[src/rtl/inst_loader.sv]
// rtl/inst_loader.sv - UART byte stream to instruction memory loader
module inst_loader #(
  parameter int         INST_SIZE = 10,
  parameter logic [7:0] SYNC_BYTE = 8'hAA
) (
  input  logic                 clk,
  input  logic                 rst,
  input  logic [7:0]           rx_data,
  input  logic                 rx_valid,
  input  logic                 rx_ferr,
  input  logic                 load_restart,
  output logic                 imem_we,
  output logic [INST_SIZE-1:0] imem_addr,
  output logic [31:0]          imem_wdata,
  output logic [INST_SIZE:0]   word_count,
  output logic                 load_done,
  output logic                 load_err
);

  typedef enum logic [1:0] {S_IDLE, S_LOAD, S_DONE, S_ERROR} state_t;

  localparam logic [INST_SIZE:0] CNT_ONE = {{INST_SIZE{1'b0}}, 1'b1};

  state_t                 state, state_n;
  logic [1:0]             byte_idx, byte_idx_n;
  logic [31:0]            asm_word, asm_word_n;
  logic [31:0]            word_in;
  logic                   we_n;
  logic [INST_SIZE-1:0]   addr_n;
  logic [31:0]            wdata_n;
  logic [INST_SIZE:0]     count_n;
  logic                   last_slot;

  // The address about to be written is the last one; a nonzero word there leaves no room for a terminator
  assign last_slot = &word_count[INST_SIZE-1:0];

  // Drop the incoming byte into its MSB-first lane of the assembly word
  always_comb begin
    word_in = asm_word;
    case (byte_idx)
      2'd0: word_in[31:24] = rx_data;
      2'd1: word_in[23:16] = rx_data;
      2'd2: word_in[15:8]  = rx_data;
      2'd3: word_in[7:0]   = rx_data;
    endcase
  end

  // Next-state and next-output decision; restart outranks any byte in the same cycle
  always_comb begin
    state_n    = state;
    byte_idx_n = byte_idx;
    asm_word_n = asm_word;
    we_n       = 1'b0;
    addr_n     = imem_addr;
    wdata_n    = imem_wdata;
    count_n    = word_count;

    if (load_restart) begin
      state_n    = S_IDLE;
      byte_idx_n = 2'd0;
      asm_word_n = 32'd0;
      count_n    = '0;
    end else begin
      case (state)
        S_IDLE: begin
          if (rx_valid && !rx_ferr && rx_data == SYNC_BYTE) begin
            state_n    = S_LOAD;
            byte_idx_n = 2'd0;
          end
        end
        S_LOAD: begin
          if (rx_valid) begin
            if (rx_ferr) begin
              // Partial word is thrown away; nothing reaches memory
              state_n    = S_ERROR;
              byte_idx_n = 2'd0;
              asm_word_n = 32'd0;
            end else begin
              asm_word_n = word_in;
              byte_idx_n = byte_idx + 2'd1;
              if (byte_idx == 2'd3) begin
                // Write pulse lands in the cycle after the 4th byte strobe
                we_n    = 1'b1;
                addr_n  = word_count[INST_SIZE-1:0];
                wdata_n = word_in;
                count_n = word_count + CNT_ONE;
                if (word_in == 32'd0)
                  state_n = S_DONE;
                else if (last_slot)
                  state_n = S_ERROR;
              end
            end
          end
        end
        S_DONE:  ;
        S_ERROR: ;
        default: state_n = S_IDLE;
      endcase
    end
  end

  // Register state and all outputs so flags and memory strobes are glitch-free
  always_ff @(posedge clk or posedge rst) begin
    if (rst) begin
      state      <= S_IDLE;
      byte_idx   <= 2'd0;
      asm_word   <= 32'd0;
      imem_we    <= 1'b0;
      imem_addr  <= '0;
      imem_wdata <= 32'd0;
      word_count <= '0;
      load_done  <= 1'b0;
      load_err   <= 1'b0;
    end else begin
      state      <= state_n;
      byte_idx   <= byte_idx_n;
      asm_word   <= asm_word_n;
      imem_we    <= we_n;
      imem_addr  <= addr_n;
      imem_wdata <= wdata_n;
      word_count <= count_n;
      load_done  <= (state_n == S_DONE);
      load_err   <= (state_n == S_ERROR);
    end
  end

endmodule

[config.mk]
export PLATFORM = sky130hd
export DESIGN_NAME = inst_loader
export DESIGN_NICKNAME = d
export VERILOG_FILES = /design/src/rtl/inst_loader.sv
export SDC_FILE = /design/constraint.sdc
export NUM_CORES = 1
export LEC_CHECK = 0
export BUFFER_PORTS_ARGS = -buffer_cell sky130_fd_sc_hd__buf_2
export CAP_MARGIN = 20
export CORE_MARGIN = 2
export CORE_UTILIZATION = 50
export DETAILED_ROUTE_END_ITERATION = 6
export PLACE_DENSITY = 0.77
export SYNTH_ARGS = -nofsm -noshare
export SYNTH_HDL_FRONTEND = slang
export SYNTH_SLANG_ARGS = --single-unit
[constraint.sdc]
create_clock -name clk -period 3.2 [get_ports clk]
set_input_delay 0.16 -clock clk [delete_from_list [all_inputs] [get_ports clk]]
set_output_delay 0.16 -clock clk [all_outputs]
set_load 0.02 [all_outputs]
==> flow_metrics.tcl, run 1 <==
set metrics [dict create \
    totalNegativeSetupSlack_ns 0 \
    die_w_um 96.1 \
    design_area_mm2 0.00482 \
    clockRootBuffer "clkbuf_8" \
    power_leakage_nw 2.50 \
    htreeDepth 3 \
    clkSinkCount 92 \
    cts_tree "yes" \
    cts_buffers 9 \
    hpwl_um 6470 \
    worst-r2r-cell-count 5 \
    syn2layout_area_growth_pct 13.8 \
    whs_path_depth 3 \
    gr-total-overflow 0 \
    setup_viol 0 \
    viasPerCell 5.65 \
    nets 477 \
    cp_num_buf_inv 1 \
    crit_family "buffers and inverters" \
    start_util 0.516 \
    hold_path.class "in2reg" \
    worst_ep_required_time_ns 3.44 \
    cpMaxStageDelayCell "clkinv_1" \
    synthTopCellsByArea "dfrtp_1 (54%), nand2_1 (7.4%), a22o_1 (6.8%)" \
    drive_above_1_share 0.207 \
    syn-cell-area_mm2 0.00424 \
    post_cts_buffers 0 \
    ys_ff_latch 92 \
    crit_chain "ha_1 > nand2_1 > or2_2 > clkinv_1 > a22o_1" \
    critPathMaxStageDelay_ns 0.71 \
    cts_buffer_depth 2 \
    fmax_mhz 376 \
    synthFlopType "dfrtp_1" \
    fin_crit_sh 0.830 \
    grt_pass1_vias 3078 \
    run_status "completed" \
    synth_edf_count 0 \
    synthesis.instances 407 \
    drc 0 \
    rows 33 \
    port-buffer-count 68 \
    clk_latency_ns 0.35 \
    grt_usage 0.227 \
    path_clk_slew_ns 0.08 \
    wl_per_cell_um 16.9 \
    synth_top_area_share 0.543 \
    synthArstFlopShare 1.00 \
    hold_violations 0 \
    placed_cell_area_mm2 0.00459 \
    max_cap_violations 0 \
    drt.antenna.violating_nets 0 \
    core_area_mm2 0.00822 \
    die-area_mm2 0.00923 \
    drv_slew 0 \
    die_h_um 96.1 \
    synth_nets 425 \
    critPathLaunchType "flip-flop" \
    drt_iter0_markers 271 \
    cp.arrival_ns 2.89 \
    rsz0062_at_grt "false" \
    min_period_ns 2.66 \
    dr_total_vias 3218 \
    yosysWarningCount 0 \
    seq_area_frac_synth 0.543 \
    antenna_found_initial 0 \
    worstSetupEndpointType "flip-flop" \
    avgSynthCellArea_um2 10.4 \
    drt_pass1_iterations 5 \
    routed_wl_um 9660 \
    place_congestion 0.873 \
    relSlewSlack 0.418 \
    ys_types 53 \
    critical_path_class "reg2reg" \
    io_pins 69 \
    power_density_mw_per_mm2 435 \
    grt_max_degree 52 \
    grt_pass1_wl_um 15800 \
    path_depth 5 \
    synth_top_area_cell "dfrtp_1" \
    finalClockSkew_ns 0.00875 \
    crit_fanout 30 \
    tightest_slew_ns 0.871 \
    ir_worst_vdd_v 0.000279 \
]
## final timing paths
path	end	start	slack, ns
max in group asynchronous	asm_word[14]	rst	1.89
worst max-delay path	asm_word[3]	byte_idx[0]	0.54
worst max register to register	asm_word[3]	byte_idx[0]	0.54
worst min register to register	imem_addr[8]	imem_addr[8]	0.48
worst min-delay path	state[1]	rx_valid	0.15
min in group asynchronous	imem_wdata[21]	rst	0.51
## final cells by class
| class | count | area, um^2 |
|---|---|---|
| clock buffers | 12 | 145 |
| inverters | 5 | 20.0 |
| multi-input cells | 279 | 1770 |
| flip-flops and latches | 92 | 2300 |
| diodes | 1 | 2.50 |
| repair buffers | 72 | 373 |
| fillers | 686 | 3400 |
| well taps | 105 | 131 |
| clock inverters | 4 | 72.6 |
## Yosys cell counts (5+ instances only)
library cell   n
nor4_1         5
mux2i_1       24
nand3_1        5
nand2_1       84
o21a_1         6
a22o_1        33
o21ai_0       25
clkbuf_1      16
nor2_1        22
buf_2         12
xor2_1         9
ha_1           5
dfrtp_1       92
## per-layer routing
layer | share of wire | GRT usage | vias to the layer above
met2 | 0.46 | 0.345 | 101
met5 | 0 | 0 | -
li1 | - | - | 1525
met3 | 0.060 | 0.0431 | 13
met1 | 0.46 | 0.323 | 1579
met4 | 0.013 | 0.0857 | 0
## cell families (layout without fill, tap and decap cells)
| family | after synthesis | after routing | share of synthesized area |
|---|---|---|---|
| xor+xnor | 10 | 10 | 0.0207 |
| buf+inv | 36 | 93 | 0.0381 |
| flops | 92 | 92 | 0.543 |
| simple gates | 152 | 152 | 0.171 |
| compound gates | 86 | 86 | 0.150 |
| fa+ha+maj | 5 | 5 | 0.0148 |
| other cells | 0 | 1 | 0 |
| mux | 26 | 26 | 0.0620 |
## tightest hold or removal path, cell delays in order
cell	delay (ns)
buf_2	0.13
nand2_1	0.10
o31ai_2	0.07
## layout by cell type (no fill, tap or decap), types with 3 or more instances in the layout
cell and count:
nor2_1 22, a2bb2oi_1 3, nor4_1 5, o21bai_1 4
o21ai_0 25, buf_2 68, a22o_1 33, o21a_1 6
ha_1 5, nor3_1 3, mux2i_1 24, or2_2 3
nand4_1 3, buf_4 3, or3_1 4, a21oi_1 3
and4_1 3, nand3_1 5, or4_1 4, nand2b_1 3
xor2_1 9, nand2_1 84, dfrtp_1 92, clkbuf_8 10
inv_1 3
## repair_timing
action / in CTS / in global routing
endpoints found under the hold margin: 49 / 0
hold buffers: 1 / 0
resized for setup: 0 / 0
## flip-flops by register name, indices dropped and copies added (netlist names)
register,count
state,2
asm_word,32
imem_addr,10
word_count,11
imem_wdata,32
imem_we,1
load_done,1
byte_idx,2
load_err,1
## report_power, final
group | leakage [nW] | internal [mW] | switching, mW | total, mW
sequential | 1.29 | 1.16 | 0.0000531 | 1.16
clock | 0.107 | 0.461 | 0.394 | 0.855
combinational | 1.11 | 0.0168 | 0.0652 | 0.0820
total | 2.50 | 1.64 | 0.459 | 2.10
## through the flow
stage          std cells  hold WS, ns  setup slack (ns)  utilization  power (mW)
3_5_place_dp         552        0.366             0.560        0.559        1.27
3_3_place_gp         552        0.347             0.683        0.559        1.27
5_1_grt              569        0.137             0.282        0.586        2.17
2_1_floorplan        407        0.342             0.648            -        1.23
6_report             570        0.147             0.543        0.587        2.10
4_1_cts              569        0.134             0.543        0.586        2.11
Power figures use the tool's default switching activity.
==> run 2: changes to the inputs <==
Settings changed: PLACE_DENSITY 0.77 to 0.8.
Clock period 3.2 ns to 2.3 ns, I/O delays scaled along.
==> run 2 against run 1 <==
Critical path depth rose by 2. Core utilization rose by 1.6 points. Clock power rose by 47%. Worst hold slack got worse by 0.018 ns. Non-clock buffer count rose by 13. Die area did not move. Fmax rose by 23%. Via count rose by 2.2%. Global-route usage rose by 0.79 points. Sequential share of layout area fell by 1.2 points.
==> flow_metrics.tcl, run 2 (synthesized netlist as in run 1, its figures left out) <==
set metrics [dict create \
    die_h_um 96.1 \
    cp.arrival_ns 2.40 \
    dr_total_vias 3288 \
    finalClockSkew_ns 0.0151 \
    max_cap_violations 0 \
    worstSetupEndpointType "flip-flop" \
    relSlewSlack 0.498 \
    hpwl_um 6950 \
    rows 33 \
    setup_viol 0 \
    design_area_mm2 0.00495 \
    min_period_ns 2.17 \
    path_clk_slew_ns 0.09 \
    crit_chain "inv_1 > ha_1 > or3b_2 > a222oi_1 > o2111a_2 > nand3_2 > o211a_1" \
    drt.antenna.violating_nets 0 \
    largestRegisters "asm_word (32), imem_wdata (32), word_count (11)" \
    grt_max_degree 37 \
    tightest_slew_ns 0.751 \
    diodes 0 \
    hold_path.class "in2reg" \
    rsz0062_at_grt "false" \
    cts_tree "yes" \
    hold_violations 0 \
    syn2layout_area_growth_pct 16.8 \
    clockRootBuffer "clkbuf_8" \
    drc 0 \
    worst_ep_required_time_ns 2.54 \
    crit_fanout 4 \
    cts_buffer_depth 2 \
    nFillCells 709 \
    antenna_found_initial 0 \
    cts_buffers 9 \
    grt_pass1_wl_um 16300 \
    port-buffer-count 68 \
    power_density_mw_per_mm2 608 \
    core_area_mm2 0.00822 \
    layout_commonest_cell "dfrtp_1" \
    drt_pass1_iterations 4 \
    cp_num_buf_inv 1 \
    layout_common_cells "dfrtp_1 (92), nand2_1 (84), buf_2 (68)" \
    clk_latency_ns 0.35 \
    drv_slew 0 \
    grt_usage 0.235 \
    drive_above_1_share 0.229 \
    place_congestion 0.875 \
    viasPerCell 5.65 \
    wl_per_cell_um 17.4 \
    start_util 0.516 \
    crit_family "compound AO/OA/AOI/OAI gates" \
    fin_crit_sh 0.942 \
    routed_wl_um 10100 \
    drt_iter0_markers 173 \
    io_pins 69 \
    post_cts_buffers 0 \
    fmax_mhz 462 \
    ir_worst_vdd_v 0.000340 \
    htreeDepth 3 \
    totalNegativeSetupSlack_ns 0 \
    grt_pass1_vias 3124 \
    critical_path_class "reg2reg" \
    critPathMaxStageDelay_ns 0.45 \
    power_leakage_nw 2.57 \
    placed_cell_area_mm2 0.00470 \
    die-area_mm2 0.00923 \
    run_status "completed" \
    critPathLaunchType "flip-flop" \
    gr-total-overflow 0 \
    die_w_um 96.1 \
    nets 490 \
    cpMaxStageDelayCell "or3b_2" \
    clkSinkCount 92 \
]
==> run 2: worst paths after layout <==
kind | startpoint | end | slack (ns) | cells after the start
worst min-delay path | load_restart | word_count[6] | 0.13 | 2
min in group asynchronous | rst | imem_wdata[24] | 0.43 | 3
worst max-delay path | byte_idx[0] | load_err | 0.13 | 7
worst min register to register | imem_addr[7] | imem_addr[7] | 0.48 | 2
worst max register to register | byte_idx[0] | load_err | 0.13 | 7
max in group asynchronous | rst | asm_word[11] | 1.21 | 4
==> run 2: report_power, final <==
part           leakage [nW]  total, mW  internal (mW)  switching [mW]
Clock                 0.111       1.26          0.724           0.539
Sequential             1.29       1.62           1.62       0.0000631
Combinational          1.17      0.130         0.0324          0.0975
Total                  2.57       3.01           2.37           0.636
==> run 2: final cells by class <==
class	instances	area [um^2]	share of cell area
Inverter	5	26.3	0.00531
Clock inverter	4	97.6	0.0197
Clock buffer	12	135	0.0273
Multi-Input combinational cell	279	1770	0.358
Tap cell	105	131	0.0265
Sequential cell	92	2300	0.465
Timing Repair Buffer	85	483	0.0976
==> run 2: what timing repair did <==
| item | in CTS | in global routing |
|---|---|---|
| hold buffers | 1 | 0 |
| gates resized for setup | 0 | 1 |
| setup endpoints to repair | 0 | 2 |
| endpoints found under the hold margin | 30 | 0 |
==> run 2: metal layers <==
metal	vias up	wire (um)	share of wire	track usage
met5	-	0	0	0
met4	0	166	0.016	0.0857
met3	15	407	0.040	0.0305
met2	84	4860	0.48	0.365
met1	1634	4670	0.46	0.338
li1	1555	-	-	-
==> run 2: worst reg2reg max path, stage by stage, from the launching register on <==
cell and delay [ns]:
dfrtp_1 0.42, inv_1 0.09, ha_1 0.22, or3b_2 0.45, a222oi_1 0.27, o2111a_2 0.28, nand3_2 0.09, o211a_1 0.24
==> run 2: through the flow <==
stage,hold WS [ns],util,setup WS (ns),power [mW],std cells
2_1_floorplan,0.297,-,0.249,1.72,407
3_3_place_gp,0.274,0.572,0.182,1.77,565
3_5_place_dp,0.281,0.572,0.158,1.78,565
4_1_cts,0.112,0.602,0.142,3.03,582
5_1_grt,0.128,0.602,0.0225,3.10,582
6_report,0.129,0.602,0.134,3.01,582
==> run 3: changes to the inputs <==
Settings changed: CAP_MARGIN 20 to 40.
Clock period 2.3 ns to 1.9 ns, I/O delays scaled along.
==> run 3 against run 2 <==
The flow now finishes with violations (setup timing). Final cell count increased by 2.9%. Sequential share of layout area decreased by 1.5 points. Non-clock buffer count increased by 17. Highest routed layer unchanged. Largest cell class unchanged. Core utilization increased by 2.1 points. Routed wire length increased by 1.2%.
==> flow_metrics.tcl, run 3 (synthesized netlist as in run 1, its figures left out) <==
set metrics [dict create \
    run_status "complete, but fails checks" \
    violations "setup timing" \
    p_sw_mw 0.823 \
    worstSetupEndpointType "flip-flop" \
    syn2layout_area_growth_pct 20.9 \
    place_congestion 0.871 \
    wl_met2_um 5030 \
    io_pins 69 \
    rsz0062_at_grt "true" \
    layout_commonest_cell "dfrtp_1" \
    hold_path.class "in2reg" \
    combinationalPowerShare 0.047 \
    clk_latency_ns 0.37 \
    crit_fanout 4 \
    cp_num_buf_inv 1 \
    power_density_mw_per_mm2 679 \
    cp.arrival_ns 2.37 \
    drc 0 \
    critPathMaxStageDelay_ns 0.43 \
    start_util 0.516 \
    setup_ws_ns -0.202 \
    fin_total_pwr_mw 3.48 \
    max_cap_violations 0 \
    rows 33 \
    grt_max_degree 67 \
    critical_path_class "reg2reg" \
    crit_family "compound AO/OA/AOI/OAI gates" \
    clockPowerShare 0.390 \
    viasPerCell 5.65 \
    hold_violations 0 \
    routed_wl_um 10200 \
    drt_iter0_markers 167 \
    dr_total_vias 3384 \
    fin_crit_sh 1.11 \
    die_h_um 96.1 \
    cts_tree "yes" \
    tightest_slew_ns 0.493 \
    cts_buffers 9 \
    htreeDepth 3 \
    drt.antenna.violating_nets 0 \
    cellInternalPower_mw 2.65 \
    crit_chain "inv_2 > ha_2 > or3_4 > a222oi_1 > o2111a_2 > nand3_2 > o211a_1" \
    antenna_found_initial 0 \
    relSlewSlack 0.671 \
    top_layer_used "met4" \
    totalNegativeSetupSlack_ns -0.569 \
    nets 507 \
    gr-total-overflow 0 \
    diodes 0 \
    wl_per_cell_um 17.1 \
    layout_common_cells "dfrtp_1 (90), nand2_1 (84), buf_2 (68)" \
    die-area_mm2 0.00923 \
    setup_viol 4 \
    power_leakage_nw 2.66 \
    design_area_mm2 0.00512 \
    hpwl_um 7060 \
    drive_above_1_share 0.281 \
    path_clk_slew_ns 0.10 \
    placed_cell_area_mm2 0.00486 \
    cpMaxStageDelayCell "dfrtp_2" \
    cts_buffer_depth 2 \
    worst_ep_required_time_ns 2.17 \
    largestRegisters "asm_word (32), imem_wdata (32), word_count (11)" \
    finalClockSkew_ns 0.0169 \
    port-buffer-count 68 \
    grt_pass1_wl_um 16900 \
    met1Wirelength_um 4480 \
    critPathLaunchType "flip-flop" \
    grt_usage 0.239 \
    ir_worst_vdd_v 0.000419 \
    clockRootBuffer "clkbuf_8" \
    min_period_ns 2.10 \
    seqPwrFrac 0.563 \
    wl_met3_um 509 \
    drt_pass1_iterations 5 \
    drv_slew 0 \
    sw_frac_of_total 0.237 \
    core_area_mm2 0.00822 \
    die_w_um 96.1 \
    grt_pass1_vias 3344 \
    clkSinkCount 92 \
    fmax_mhz 476 \
]
[run 3: cell types whose count changed in the layout (fill, tap and decap cells not counted), sizes merged]
cell,change
clkinv,+3
buf,+17
clkinvlp,-1
bufinv,-2
clkbuf,-1
inv,+1
[run 3: worst paths after layout]
check                                   from             to  slack [ns]  depth (start not counted)
min in group asynchronous                rst   imem_addr[6]        0.29                          3
worst min register to register  imem_addr[8]   imem_addr[8]        0.48                          2
max in group asynchronous                rst    byte_idx[1]        0.92                          4
worst min-delay path              rx_data[1]  imem_wdata[1]        0.05                          3
worst max register to register   byte_idx[0]       load_err       -0.20                          7
worst max-delay path             byte_idx[0]       load_err       -0.20                          7
[run 3: area by class of cell]
class,count,area [um^2]
clock buffers,11,141
clock inverters,5,60.1
fillers,716,3090
inverters,5,22.5
multi-input cells,279,1820
flip-flops and latches,92,2300
well taps,105,131
repair buffers,102,639
[run 3: timing repair]
| action | 4_1_cts | 5_1_grt |
|---|---|---|
| endpoints found under the setup margin | 4 | 6 |
| hold buffers | 1 | 0 |
| buffers inserted | 2 | 0 |
| resized for setup | 8 | 2 |
| pin swaps | 3 | 3 |
| hold endpoints to repair | 20 | 0 |
[run 3: worst reg2reg max path, stage by stage, from the launching register on]
cell      delay (ns)
dfrtp_2         0.43
inv_2           0.08
ha_2            0.21
or3_4           0.38
a222oi_1        0.30
o2111a_2        0.27
nand3_2         0.11
o211a_1         0.24
[run 3: stage by stage]
stage / cells / worst slack [ns] / util / hold slack (ns)
6_report: 599 / -0.202 / 0.623 / 0.0487
5_1_grt: 599 / -0.289 / 0.623 / 0.0563
4_1_cts: 599 / -0.193 / 0.623 / 0.0339
3_5_place_dp: 580 / -0.300 / 0.592 / 0.154
3_3_place_gp: 580 / -0.184 / 0.592 / 0.150
2_1_floorplan: 407 / -0.143 / - / 0.277
[run 3: per-layer routing]
metal / vias up / global-route usage
li1: 1596 / -
met1: 1629 / 0.334
met2: 141 / 0.372
met3: 18 / 0.0321
met4: 0 / 0.106
met5: - / 0
[run 3: power by group through the flow]
stage | combinational [mW] | sequential (mW) | clock [mW]
after floorplan | 0.0824 | 2.00 | 0
after global placement | 0.161 | 2.00 | 0
after detailed placement | 0.162 | 2.00 | 0
after CTS | 0.165 | 1.96 | 1.38
after global routing | 0.180 | 1.96 | 1.46
final | 0.165 | 1.96 | 1.36
